--- src/rtl/grey_rate_mon_pkg.sv ---
// Shared definitions for the Grey-code rate monitor: Grey width, state
// encoding and the Grey-to-binary conversion helper.
package grey_rate_mon_pkg;

  localparam int GREY_W = 6;

  typedef enum logic {
    PRIME = 1'b0,
    RUN   = 1'b1
  } state_e;

  // Reflected Grey to binary: each binary bit is the XOR of all Grey bits
  // at and above it.
  function automatic logic [GREY_W-1:0] grey2bin(input logic [GREY_W-1:0] g);
    logic [GREY_W-1:0] b;
    b[GREY_W-1] = g[GREY_W-1];
    for (int i = GREY_W - 2; i >= 0; i--) begin
      b[i] = b[i+1] ^ g[i];
    end
    return b;
  endfunction

endpackage

--- src/rtl/grey_sync2.sv ---
// Parameterised-width two-flop synchroniser with asynchronous reset.
// Safe for Grey-coded buses, where at most one bit changes per source step.
module grey_sync2 #(
  parameter int W = 6
) (
  input  logic         clk,
  input  logic         rst,
  input  logic [W-1:0] d,
  output logic [W-1:0] q
);

  logic [W-1:0] meta;

  // Two-stage capture of the foreign-domain bus.
  always_ff @(posedge clk or posedge rst) begin
    if (rst) begin
      meta <= '0;
      q    <= '0;
    end else begin
      meta <= d;
      q    <= meta;
    end
  end

endmodule

--- src/rtl/grey_rate_mon.sv ---
// Grey-code advance-rate monitor.
// A 6-bit Grey count from another clock domain is synchronised, converted to
// binary and its modulo-64 deltas are summed over WINDOW clk cycles. The sum
// is published on rate with a one-cycle rate_valid pulse per window.
// rate/rate_valid: rate_valid is a single-cycle pulse with no back-pressure;
// rate is registered with it and holds until the next pulse.
// Optional feature macro: GREY_RATE_MON_ERR_EN enables the sticky err flag for
// samples whose Grey value changed in more than one bit.
module grey_rate_mon
  import grey_rate_mon_pkg::*;
#(
  parameter  int WINDOW = 64,
  localparam int RATE_W = GREY_W + $clog2(WINDOW)
) (
`ifdef USE_POWER_PINS
  inout  wire                vccd1,
  inout  wire                vssd1,
`endif
  input  logic               clk,
  input  logic               rst,
  input  logic [GREY_W-1:0]  grey_in,
  input  logic               clr,
  output logic [RATE_W-1:0]  rate,
  output logic               rate_valid,
  output logic               err,
  output state_e             state_dbg
);

  localparam int              CNT_W    = $clog2(WINDOW);
  localparam logic [CNT_W-1:0] WIN_LAST = CNT_W'(WINDOW - 1);

  logic [GREY_W-1:0] g_s;
  logic [GREY_W-1:0] bin_s;
  logic [GREY_W-1:0] prev;
  logic [GREY_W-1:0] delta;
  logic [RATE_W-1:0] acc;
  logic [CNT_W-1:0]  win_cnt;
  logic              prime_cnt;
  logic              prime_done;
  logic              win_end;
  state_e            state;
  state_e            state_nxt;

  grey_sync2 #(.W(GREY_W)) u_sync (
    .clk (clk),
    .rst (rst),
    .d   (grey_in),
    .q   (g_s)
  );

  assign bin_s     = grey2bin(g_s);
  // 6-bit subtraction wraps naturally, so 63 -> 0 is an advance of 1.
  assign delta     = bin_s - prev;
  assign state_dbg = state;

  // State register.
  always_ff @(posedge clk or posedge rst) begin
    if (rst) begin
      state <= PRIME;
    end else begin
      state <= state_nxt;
    end
  end

  // Next-state decode; clr overrides everything, including a window end.
  always_comb begin
    state_nxt  = state;
    prime_done = 1'b0;
    win_end    = 1'b0;
    if (clr) begin
      state_nxt = PRIME;
    end else begin
      case (state)
        PRIME: begin
          if (prime_cnt) begin
            prime_done = 1'b1;
            state_nxt  = RUN;
          end
        end
        RUN: begin
          win_end = (win_cnt == WIN_LAST);
        end
        default: state_nxt = PRIME;
      endcase
    end
  end

  // Window accumulation and result publication.
  always_ff @(posedge clk or posedge rst) begin
    if (rst) begin
      prime_cnt  <= 1'b0;
      prev       <= '0;
      acc        <= '0;
      win_cnt    <= '0;
      rate       <= '0;
      rate_valid <= 1'b0;
    end else begin
      rate_valid <= 1'b0;
      if (clr) begin
        prime_cnt <= 1'b0;
      end else if (state == PRIME) begin
        if (prime_done) begin
          prime_cnt <= 1'b0;
          prev      <= bin_s;
          acc       <= '0;
          win_cnt   <= '0;
        end else begin
          prime_cnt <= 1'b1;
        end
      end else begin
        prev <= bin_s;
        if (win_end) begin
          rate       <= acc + RATE_W'(delta);
          rate_valid <= 1'b1;
          acc        <= '0;
          win_cnt    <= '0;
        end else begin
          acc     <= acc + RATE_W'(delta);
          win_cnt <= win_cnt + 1'b1;
        end
      end
    end
  end

`ifdef GREY_RATE_MON_ERR_EN
  logic [GREY_W-1:0] g_prev;
  logic [GREY_W-1:0] g_diff;
  logic              multi_bit;

  // More than one set bit in the XOR means an incoherent sample.
  assign g_diff    = g_s ^ g_prev;
  assign multi_bit = |(g_diff & (g_diff - 1'b1));

  // Sticky incoherence flag; clr wins over a same-cycle error.
  always_ff @(posedge clk or posedge rst) begin
    if (rst) begin
      g_prev <= '0;
      err    <= 1'b0;
    end else begin
      g_prev <= g_s;
      if (clr) begin
        err <= 1'b0;
      end else if ((state == RUN) && multi_bit) begin
        err <= 1'b1;
      end
    end
  end
`else
  assign err = 1'b0;
`endif

endmodule

--- config.mk ---
export PLATFORM = sky130hd
export DESIGN_NAME = grey_rate_mon
export DESIGN_NICKNAME = d
export VERILOG_FILES = /design/src/rtl/grey_rate_mon_pkg.sv /design/src/rtl/grey_sync2.sv /design/src/rtl/grey_rate_mon.sv
export SDC_FILE = /design/constraint.sdc
export NUM_CORES = 1
export LEC_CHECK = 0
export ABC_CLOCK_PERIOD_IN_PS = 7800
export CAP_MARGIN = 10
export CORE_UTILIZATION = 55
export DETAILED_ROUTE_END_ITERATION = 12
export MAX_ROUTING_LAYER = met4
export PLACE_DENSITY = 0.77
export SLEW_MARGIN = 20
export SYNTH_ARGS = -nofsm -noshare
export SYNTH_HDL_FRONTEND = slang
export SYNTH_SLANG_ARGS = --single-unit
export TNS_END_PERCENT = 100
--- constraint.sdc ---
create_clock -name clk -period 7.8 [get_ports clk]
set_input_delay 1.95 -clock clk [delete_from_list [all_inputs] [get_ports clk]]
set_output_delay 1.95 -clock clk [all_outputs]
set_load 0.005 [all_outputs]
==> results of run 1 <==
==> worst min-delay path by stage <==
stage	startpoint	endpoint	slack, ns	cells past startpoint
floorplan	u_sync.meta[0]	u_sync.q[0]	0.33	0
global placement	u_sync.meta[1]	u_sync.q[1]	0.33	0
detailed placement	u_sync.meta[5]	u_sync.q[5]	0.34	0
CTS	u_sync.meta[3]	u_sync.q[3]	0.36	0
global route	u_sync.meta[4]	u_sync.q[4]	0.37	0
finish	u_sync.meta[3]	u_sync.q[3]	0.35	0
==> power by group <==
group	leakage, nW	switching (mW)	internal [mW]	total (mW)
Clock	0.0587	0.0929	0.0973	0.190
Combinational	0.606	0.244	0.182	0.426
Sequential	0.665	0.0253	0.301	0.326
==> metal layers <==
metal | global-route usage, % | wire [um]
met1 | 27.3 | 2110
met2 | 31.4 | 1990
met3 | 4.97 | 203
met4 | 9.52 | 93
met5 | - | 0
==> through the flow <==
stage | worst slack, ns | instance area (sq um) | util, % | total power, mW | std cells
finish | 3.67 | 2860 | 66.1 | 0.942 | 304
global route | 3.42 | 2860 | 66.1 | 1.02 | 304
CTS | 3.74 | 2860 | 66.0 | 0.943 | 304
detailed placement | 3.80 | 2740 | 63.3 | 0.746 | 296
global placement | 3.95 | 2740 | 63.3 | 0.735 | 296
floorplan | 4.18 | 2470 | - | 0.653 | 227
==> logic make-up (layout without fill, tap and decap cells) <==
group           Yosys count  count (layout)  synth area share [%]
compound gates           62              62                  16.4
xor+xnor                 20              20                  8.30
fa+ha+maj                15              15                  8.20
buf+inv                  21              46                  3.44
flops                    51              51                  51.6
mux                       6               6                  2.73
other cells               1               1                 0.152
simple gates             51              51                  9.17
==> Yosys cell counts (all sizes together), types with 2 or more instances <==
cell and count:
o211ai 2, inv 14, ha 13, a21boi 3, xor2 9, nand2b 3
nand3 4, a21oi 14, nor2 17, a41oi 2, dfrtp 51, a22o 7
nand2 18, and3 3, clkbuf 4, o21a 2, mux2 6, xnor2 11
fa 2, a21o 2, nor2b 3, o31ai 4, o21ai 16, buf 3
a31oi 5
==> final cells by class <==
class / count / area [sq um]
clock inverters: 3 / 47.5
well taps: 52 / 65.1
clock buffers: 5 / 68.8
multi-input cells: 155 / 1110
flip-flops and latches: 51 / 1280
fillers: 350 / 1470
repair buffers: 24 / 235
inverters: 14 / 53.8
==> flip-flops by register name (all words and copies together) (netlist names) <==
name         count
u_sync.meta      6
win_cnt          6
u_sync.q         6
rate_valid       1
acc             12
prime_cnt        1
prev             6
state_dbg        1
rate            12
==> worst max-delay path: cells and delay by family, from the launching register on <==
| kind | cells | cell delay [ns] |
|---|---|---|
| AOI/OAI and AO/OA | 6 | 1.44 |
| and+or+nand+nor | 4 | 0.61 |
| DFF | 1 | 0.45 |
| xor gates and xnor gates | 4 | 0.93 |
| adders and majority gates | 2 | 0.58 |
==> cells in the final DEF (no fill, tap or decap), types with 2 or more instances in the layout <==
cell	count
a41oi_1	2
mux2_2	6
clkdlybuf4s50_1	22
a21oi_1	14
xor2_2	2
clkbuf_8	5
inv_1	13
and3_1	3
nor2b_1	3
xnor2_2	2
nand3_1	4
nand2_1	18
o21ai_0	15
o211ai_1	2
o21a_1	2
a21boi_0	3
dfrtp_1	51
nand2b_1	3
buf_4	2
fa_1	2
a22o_1	7
a31oi_1	5
a21o_1	2
xor2_1	7
o31ai_1	4
xnor2_1	9
ha_1	13
nor2_1	17
==> metrics.txt, run 1 <==
CP endpoint=acc[10]; post-cts hold buffer count=0; # diodes=0; post-DP HPWL=3.00 mm; Post-synth top flop=dfrtp_1; clk slew on worst S/H paths=~0.10 ns; Post-Route Setup TNS=0 ns; Final ANT Viol Nets=0; unrepaired setup endpoints after global routing=no; Setup CP Type=flip-flop to flip-flop; antenna violations before repair=0; crit end category=flip-flop; Syn Nets=251; CP max stage delay=0.45 ns; Final min period=4.13 ns; starting density of the core=57.1%; crit path DAT=4.30 ns; die extent in x=69.0 um; post-DR wirelength/cell=approximately 14 um; DR pass1 iterations=4; P_leak=roughly 1.3 nW; Root Buffer=clkbuf_8; slew margin rel.=42.6%; Max FO, Critical Path=4; CTS Buf Count=5; layout cells sized above 1=9.52%; CP Launch Point=u_sync.q[5]; Pwr per Cell Area=330 mW/mm^2; Peak supply drop=181 uV; FP Rows=24; htree depth=2; Async SR Flop Fraction=100%; status=completed; number of flops mapped to enable cells by yosys=0; Sink Count=51; post-synthesis sequential area ratio=51.6%; r2r worst-path depth=16; Die Y=69.0 um; final wirelength=4.40 mm; routed vias=between 1500 and 2000; Synth top area share=51.6%; Nets=275; Worst R2R End=acc[10]; crit-path cells=xor2_2 > xnor2_2 > xnor2_2 > xor2_2 > ha_1 > nor2b_1 > o21ai_0 > a21boi_0 > nor4_1 > a311o_1 > ha_1 > o211a_1 > and3_1 > a21boi_0 > nand2b_1 > a31oi_1; vias in the first global route=1675; # IOs=24; Final Hold Fails=0; global-route wire length before repair=7.72 mm; Avg Vias per Cell=5.63; full die area=between 0.004 and 0.005 sq mm; setup bufs post-CTS=0; Synth cell types=38; critical path startpoint category=flip-flop; pin count of the biggest net entering global routing=52; CTS resizes=0; clk_lat worst skew=just over 0.3 ns; final setup violation count=0; Worst Tran Pin Value=0.860 ns; DRC Markers=0; critical path data required time=around 8.0 ns; cells taking the most area after synthesis=dfrtp_1, ha_1, xnor2_1, o21ai_0, a21oi_1; CTS max path bufs=2; total congestion overflow=0; Port Buf Inserts=22; clock skew=0.00512 ns; initial drt markers=slightly above 80; number of synthesized register bits=51; CP max stage cell=dfrtp_1; top cell type by total area after synthesis=dfrtp_1; Slew Limit Fails=0; flop2flop setup slack=3.67 ns; Mapped Cells=between 200 and 250; gr usage total=21.0%; Area growth syn-to-layout=15.6%; Reg-to-Reg Start=u_sync.q[5]; fmax=around 0.24 GHz; Yosys warning total=0; GP Congestion=0.840; fin crit share=52.9%; CTS tree=yes; MaxCap Viol Count=0; final hold slack=between 0.3 and 0.4 ns; Synth Cell Area=0.00247 sq mm; core area=0.00432 sq mm; post-synthesis area per instance=approximately 11 sq um; Hold Crit Class=flip-flop to flip-flop
(Power assumes the default switching activity.)
==> run 2, diff against run 1 <==
--- a/config.mk
+++ b/config.mk
@@ -5,7 +5,7 @@
 export SDC_FILE = /design/constraint.sdc
 export NUM_CORES = 1
 export LEC_CHECK = 0
-export ABC_CLOCK_PERIOD_IN_PS = 7800
+export ABC_CLOCK_PERIOD_IN_PS = 4200
 export CAP_MARGIN = 10
 export CORE_UTILIZATION = 55
 export DETAILED_ROUTE_END_ITERATION = 12
==> constraint.sdc (replaced) <==
create_clock -name clk -period 4.2 [get_ports clk]
set_input_delay 1.05 -clock clk [delete_from_list [all_inputs] [get_ports clk]]
set_output_delay 1.05 -clock clk [all_outputs]
set_load 0.005 [all_outputs]
==> metrics.txt, run 2 (same netlist as run 1, synthesis figures left out) <==
Nets=around 280; die extent in x=69.0 um; Final ANT Viol Nets=0; CTS max path bufs=2; DRC Markers=0; register area=between 0.001 and 0.0015 sq mm; Port Buf Inserts=22; post-DR wirelength/cell=13.1 um; starting density of the core=57.1%; Sink Count=51; clk_lat worst skew=between 0.3 and 0.4 ns; GP Congestion=0.788; Root Buffer=clkbuf_8; global-route wire length before repair=7.24 mm; status=completed; final setup violation count=0; fmax=0.258 GHz; slew margin rel.=between 40% and 50%; Final min period=3.87 ns; Max FO, Critical Path=6; final wirelength=about 4 mm; Multi-input gate area=0.00111 sq mm; critical path startpoint category=flip-flop; Final Hold Fails=0; Avg Vias per Cell=5.53; setup slack after layout=about 0.33 ns; crit path DAT=4.07 ns; htree depth=2; core area=about 0.0043 sq mm; Sw Ratio=38.6%; MaxCap Viol Count=0; initial drt markers=111; Area growth syn-to-layout=15.2%; Reg-to-Reg Start=u_sync.q[5]; most frequent cells in the layout=dfrtp_1, clkdlybuf4s50_1, nand2_1, nor2_1, o21ai_0; cell area after layout=0.00285 sq mm; top flop regs=acc (12), rate (12); Peak supply drop=338 uV; hold_sp=u_sync.meta[1]; Worst Tran Pin Value=0.839 ns; gr usage total=slightly below 20%; DP Worst Slack=between 0.2 and 0.25 ns; Int Power=1.03 mW; Pwr per Cell Area=589 mW/mm^2; post-cts hold buffer count=0; CTS tree=yes; post-DP HPWL=roughly 2.9 mm; Worst R2R End=rate[9]; crit end category=flip-flop; r2r worst-path depth=15; sequential share of power=36.0%; Hold Path Cell Cnt=0; Die Y=69.0 um; Placed Area=0.00274 sq mm; final design utilization=between 60% and 70%; Hold Crit Class=flip-flop to flip-flop; fillcell total=369; Setup CP Type=flip-flop to flip-flop; Slew Limit Fails=0; antenna violations before repair=0; flop2flop setup slack=0.33 ns; unrepaired setup endpoints after global routing=no; pin count of the biggest net entering global routing=52; CTS Buf Count=5; commonest non-fill, non-tap cell in the layout=dfrtp_1; clock network power share=17.1%; clock skew=0.00756 ns; # diodes=0; Comb pwr share=46.9%; P_leak=roughly 1.3 nW; full die area=0.00477 sq mm; sw power=~650 uW; clk slew on worst S/H paths=0.09 ns; DR pass1 iterations=4; hold path endpoint=u_sync.q[1]; critical path data required time=4.40 ns; total congestion overflow=0; FP Rows=24; vias in the first global route=1643; fin crit share=92.1%; Post-Route Setup TNS=0 ns; routed vias=between 1500 and 2000; layout cells sized above 1=10.2%; # IOs=24
## run 2: per-stage QoR
stage / hold WS [ns] / power (mW) / instances
after floorplan: 0.331 / 1.21 / 227
after global placement: 0.332 / 1.36 / 296
after detailed placement: 0.336 / 1.37 / 296
after CTS: 0.359 / 1.66 / 304
after global routing: 0.364 / 1.83 / 306
final: 0.354 / 1.68 / 306
## run 2: power groups by stage
stage / Combinational [mW] / Sequential, mW / Clock, mW
after detailed placement: 0.759 / 0.613 / 0
after global placement: 0.748 / 0.610 / 0
final: 0.787 / 0.603 / 0.287
after floorplan: 0.611 / 0.603 / 0
after CTS: 0.762 / 0.604 / 0.299
after global routing: 0.905 / 0.613 / 0.316
## run 2: worst max-delay path by stage
stage / from / endpoint / depth (start not counted)
final: u_sync.q[5] / rate[9] / 15
after CTS: u_sync.q[5] / acc[10] / 16
after global placement: u_sync.q[5] / acc[10] / 16
after floorplan: u_sync.q[5] / rate[10] / 16
after detailed placement: u_sync.q[5] / acc[10] / 16
after global routing: u_sync.q[5] / rate[11] / 15
## run 2: per-layer routing
metal	track usage [%]	share of wire [%]
met1	26.3	51
met2	29.0	44
met3	4.82	3.5
met4	7.26	1.3
met5	-	0
## run 2: critical path, stage by stage (launching register included)
cell and delay, ns:
dfrtp_1 0.43, xor2_2 0.31, xnor2_2 0.16, xnor2_2 0.30
xor2_2 0.13, ha_1 0.24, fa_1 0.41, o21ai_0 0.17
a21oi_1 0.10, xnor2_1 0.16, ha_1 0.32, o211ai_1 0.10
o211ai_1 0.43, nand3_1 0.20, xor2_1 0.21, a21oi_1 0.09
## run 2: cell type report
type | instances | share of cell area (%)
clock buffers | 5 | 2.42
clock inverters | 3 | 0.835
inverters | 14 | 1.89
multi-input cells | 155 | 39.0
flip-flops and latches | 51 | 44.8
well taps | 52 | 2.28
repair buffers | 26 | 8.79
## run 2: what timing repair did
action                                  CTS  global route
endpoints found under the setup margin    0             5
buffers inserted                          0             2
resized for setup                         0             2
==> edit (settings of run 2) <==
Set the package constant `GREY_W` to 3 (it was 6).
--- a/src/rtl/grey_rate_mon_pkg.sv
+++ b/src/rtl/grey_rate_mon_pkg.sv
@@ -2,7 +2,7 @@
 // encoding and the Grey-to-binary conversion helper.
 package grey_rate_mon_pkg;
 
-  localparam int GREY_W = 6;
+  localparam int GREY_W = 3;
 
   typedef enum logic {
     PRIME = 1'b0,
Interface: changed (resized grey_in and rate); port bits go from 24 to 18. The function was not compared with the original's and may differ.
==> edit against run 2 <==
  * The run now ends with DRC left
  * Synthesized cell count decreased by 33%
  * Cell area decreased by 33%
  * Hold slack improved by 0.0056 ns
  * Power decreased by 42%
  * Area after synthesis decreased by 32%
  * Sequential cell count decreased by 15
  * Maximum frequency increased by 23%
  * Via count decreased by 32%
  * Routed wire length decreased by 27%
  * Worst setup slack improved by 0.71 ns
  * Largest power group is now sequential cells
  * Highest routed layer unchanged
==> edit: results (changes against run 2) <==
OUTCOME='complete, but fails checks'
FAILED_CHECKS='DRC'
CRIT-REG2REG-LAUNCH='u_sync.q[2]'
MIN_DELAY_STARTPOINT='u_sync.meta[0]'
PRE_ANTENNA_DRT_ITERS=8  # +4
POWER_SWITCHING_W=0.000323  # -50%
MET1_USAGE_PCT=24.0  # -2.4 points
ROUTE.FINAL.WIRE_LENGTH_UM=2930  # -27%
BIGGESTREGSBYFLOPS='acc (9), rate (9), win_cnt (6)'
VDD_IR_DROP_MAX_uV=302  # -11%
SYNTH_SEQ_AREA_SHARE_PCT=53.9  # +2.2 points
GLOBALPLACE.CONGESTION=0.837  # +6.2%
TIMING.CRITICAL_PATH.FANOUT_MAX=3  # -3
DRTITER0DRC=39  # -65%
FINAL.SETUP_SKEW_NS=0.0165  # +0.00890 ns
SYNTH.NET_COUNT=166  # -34%
GRT_PASS1_VIAS=1207  # -27%
WIRE_LENGTH_OF_THE_FIRST_GLOBAL_ROUTING_PASS_UM=5180  # -29%
GLOBALROUTEMET2UTIL_PCT=37.5  # +8.5 points
REMAINING_DRC_ERRORS=4  # +4
TOTAL_VIA_COUNT_IN_THE_ROUTED_DESIGN=1157  # -32%
PWR.GROUP.COMBINATIONAL_W=0.000298  # -62%
DPL-INSTANCE-AREA_UM2=1830  # -33%
CLK_PIN_SLEW_WORST_PATHS_NS=0.11  # +0.02 ns
PORTBUFFERS=16  # -27%
FINAL_LAYOUT_SIZE_SUFFIX_GT1_SHARE_PCT=8.14  # -2.1 points
CLOCK_TREE.ROOT_CELL='clkbuf_4'
NETLIST-CELL-TYPE-COUNT=36  # -5.3%
P_LEAK_nW=0.864  # -35%
NETLIST_TOP_CELLS_COUNT='dfrtp_1 (36), nand2_1 (17), xnor2_1 (10)'
POSTSYNTH.TOPFLOPCELL='dfrtp_1'
GLOBAL_ROUTE.USAGE.TOTAL_PCT=22.5  # +2.9 points
POST-DP-HPWL_UM=2070  # -29%
CLK-POWER_W=0.000242  # -16%
CLOCK_LATENCY_NS=0.35  # +0.04 ns
TIGHTEST_SLEW_NS=0.604  # -0.236 ns
GRT_MAX_DEGREE=37  # -29%
PLACED_CELLS_INCL_TAPS=195  # -34%
YS_TOP_CELLS_BY_AREA='dfrtp_1 (54%), xnor2_1 (5.2%), nand2_1 (3.8%)'
LAYOUT.NETS=184  # -34%
GRT.MET3_USAGE_PCT=7.48  # +2.7 points
INTERNAL_POWER_W=0.000651  # -37%
SYN_AVG_CELL_AREA_UM2=10.9  # +0.36%
## edit: worst paths after layout
path	slack (ns)	cells after the start	end
setup reg to reg	1.04	11	acc[8]
max in group asynchronous	2.77	3	prime_cnt
hold reg to reg	0.36	0	u_sync.q[0]
setup / recovery	1.04	11	acc[8]
hold / removal	0.36	0	u_sync.q[0]
min in group asynchronous	1.10	3	u_sync.meta[0]
## edit: kinds of logic after synthesis
logic type | after synthesis | synth area share, %
AO/OA/AOI/OAI | 41 | 15.0
AND/OR/NAND/NOR | 40 | 12.1
flip-flops | 36 | 53.9
buffers and inverters | 14 | 4.49
XOR/XNOR | 12 | 6.29
adder cells (fa/ha/maj) | 7 | 6.14
multiplexers | 2 | 1.80
other | 1 | 0.224
## edit: layer usage
| metal | wire [µm] | vias to the layer above |
|---|---|---|
| met5 | 0 | - |
| met4 | 64 | 0 |
| met3 | 101 | 6 |
| met2 | 1570 | 23 |
| li1 | - | 560 |
| met1 | 1190 | 568 |
## edit: per-stage QoR
stage / hold WS (ns) / setup WS (ns)
2_1_floorplan: 0.331 / 1.37
3_3_place_gp: 0.332 / 1.26
3_5_place_dp: 0.335 / 1.06
4_1_cts: 0.360 / 1.03
5_1_grt: 0.372 / 0.758
6_report: 0.359 / 1.04
## edit: final cells by class
type | count | area (µm²)
tap | 31 | 38.8
multi-input combinational | 103 | 696
sequential | 36 | 901
clock buffer | 6 | 41.3
clock inverter | 2 | 35.0
inverter | 8 | 30.0
timing repair buffer | 17 | 168
fill | 217 | 920
## edit: worst max-delay path, cell delays in order (launching register included)
cell and delay, ns:
dfrtp_1 0.43, xnor2_1 0.36, xor2_1 0.15, ha_1 0.24
fa_1 0.38, xnor2_1 0.15, xnor2_1 0.13, ha_1 0.32
nor2b_1 0.27, o2111ai_1 0.21, or3_1 0.34, o21ai_0 0.10
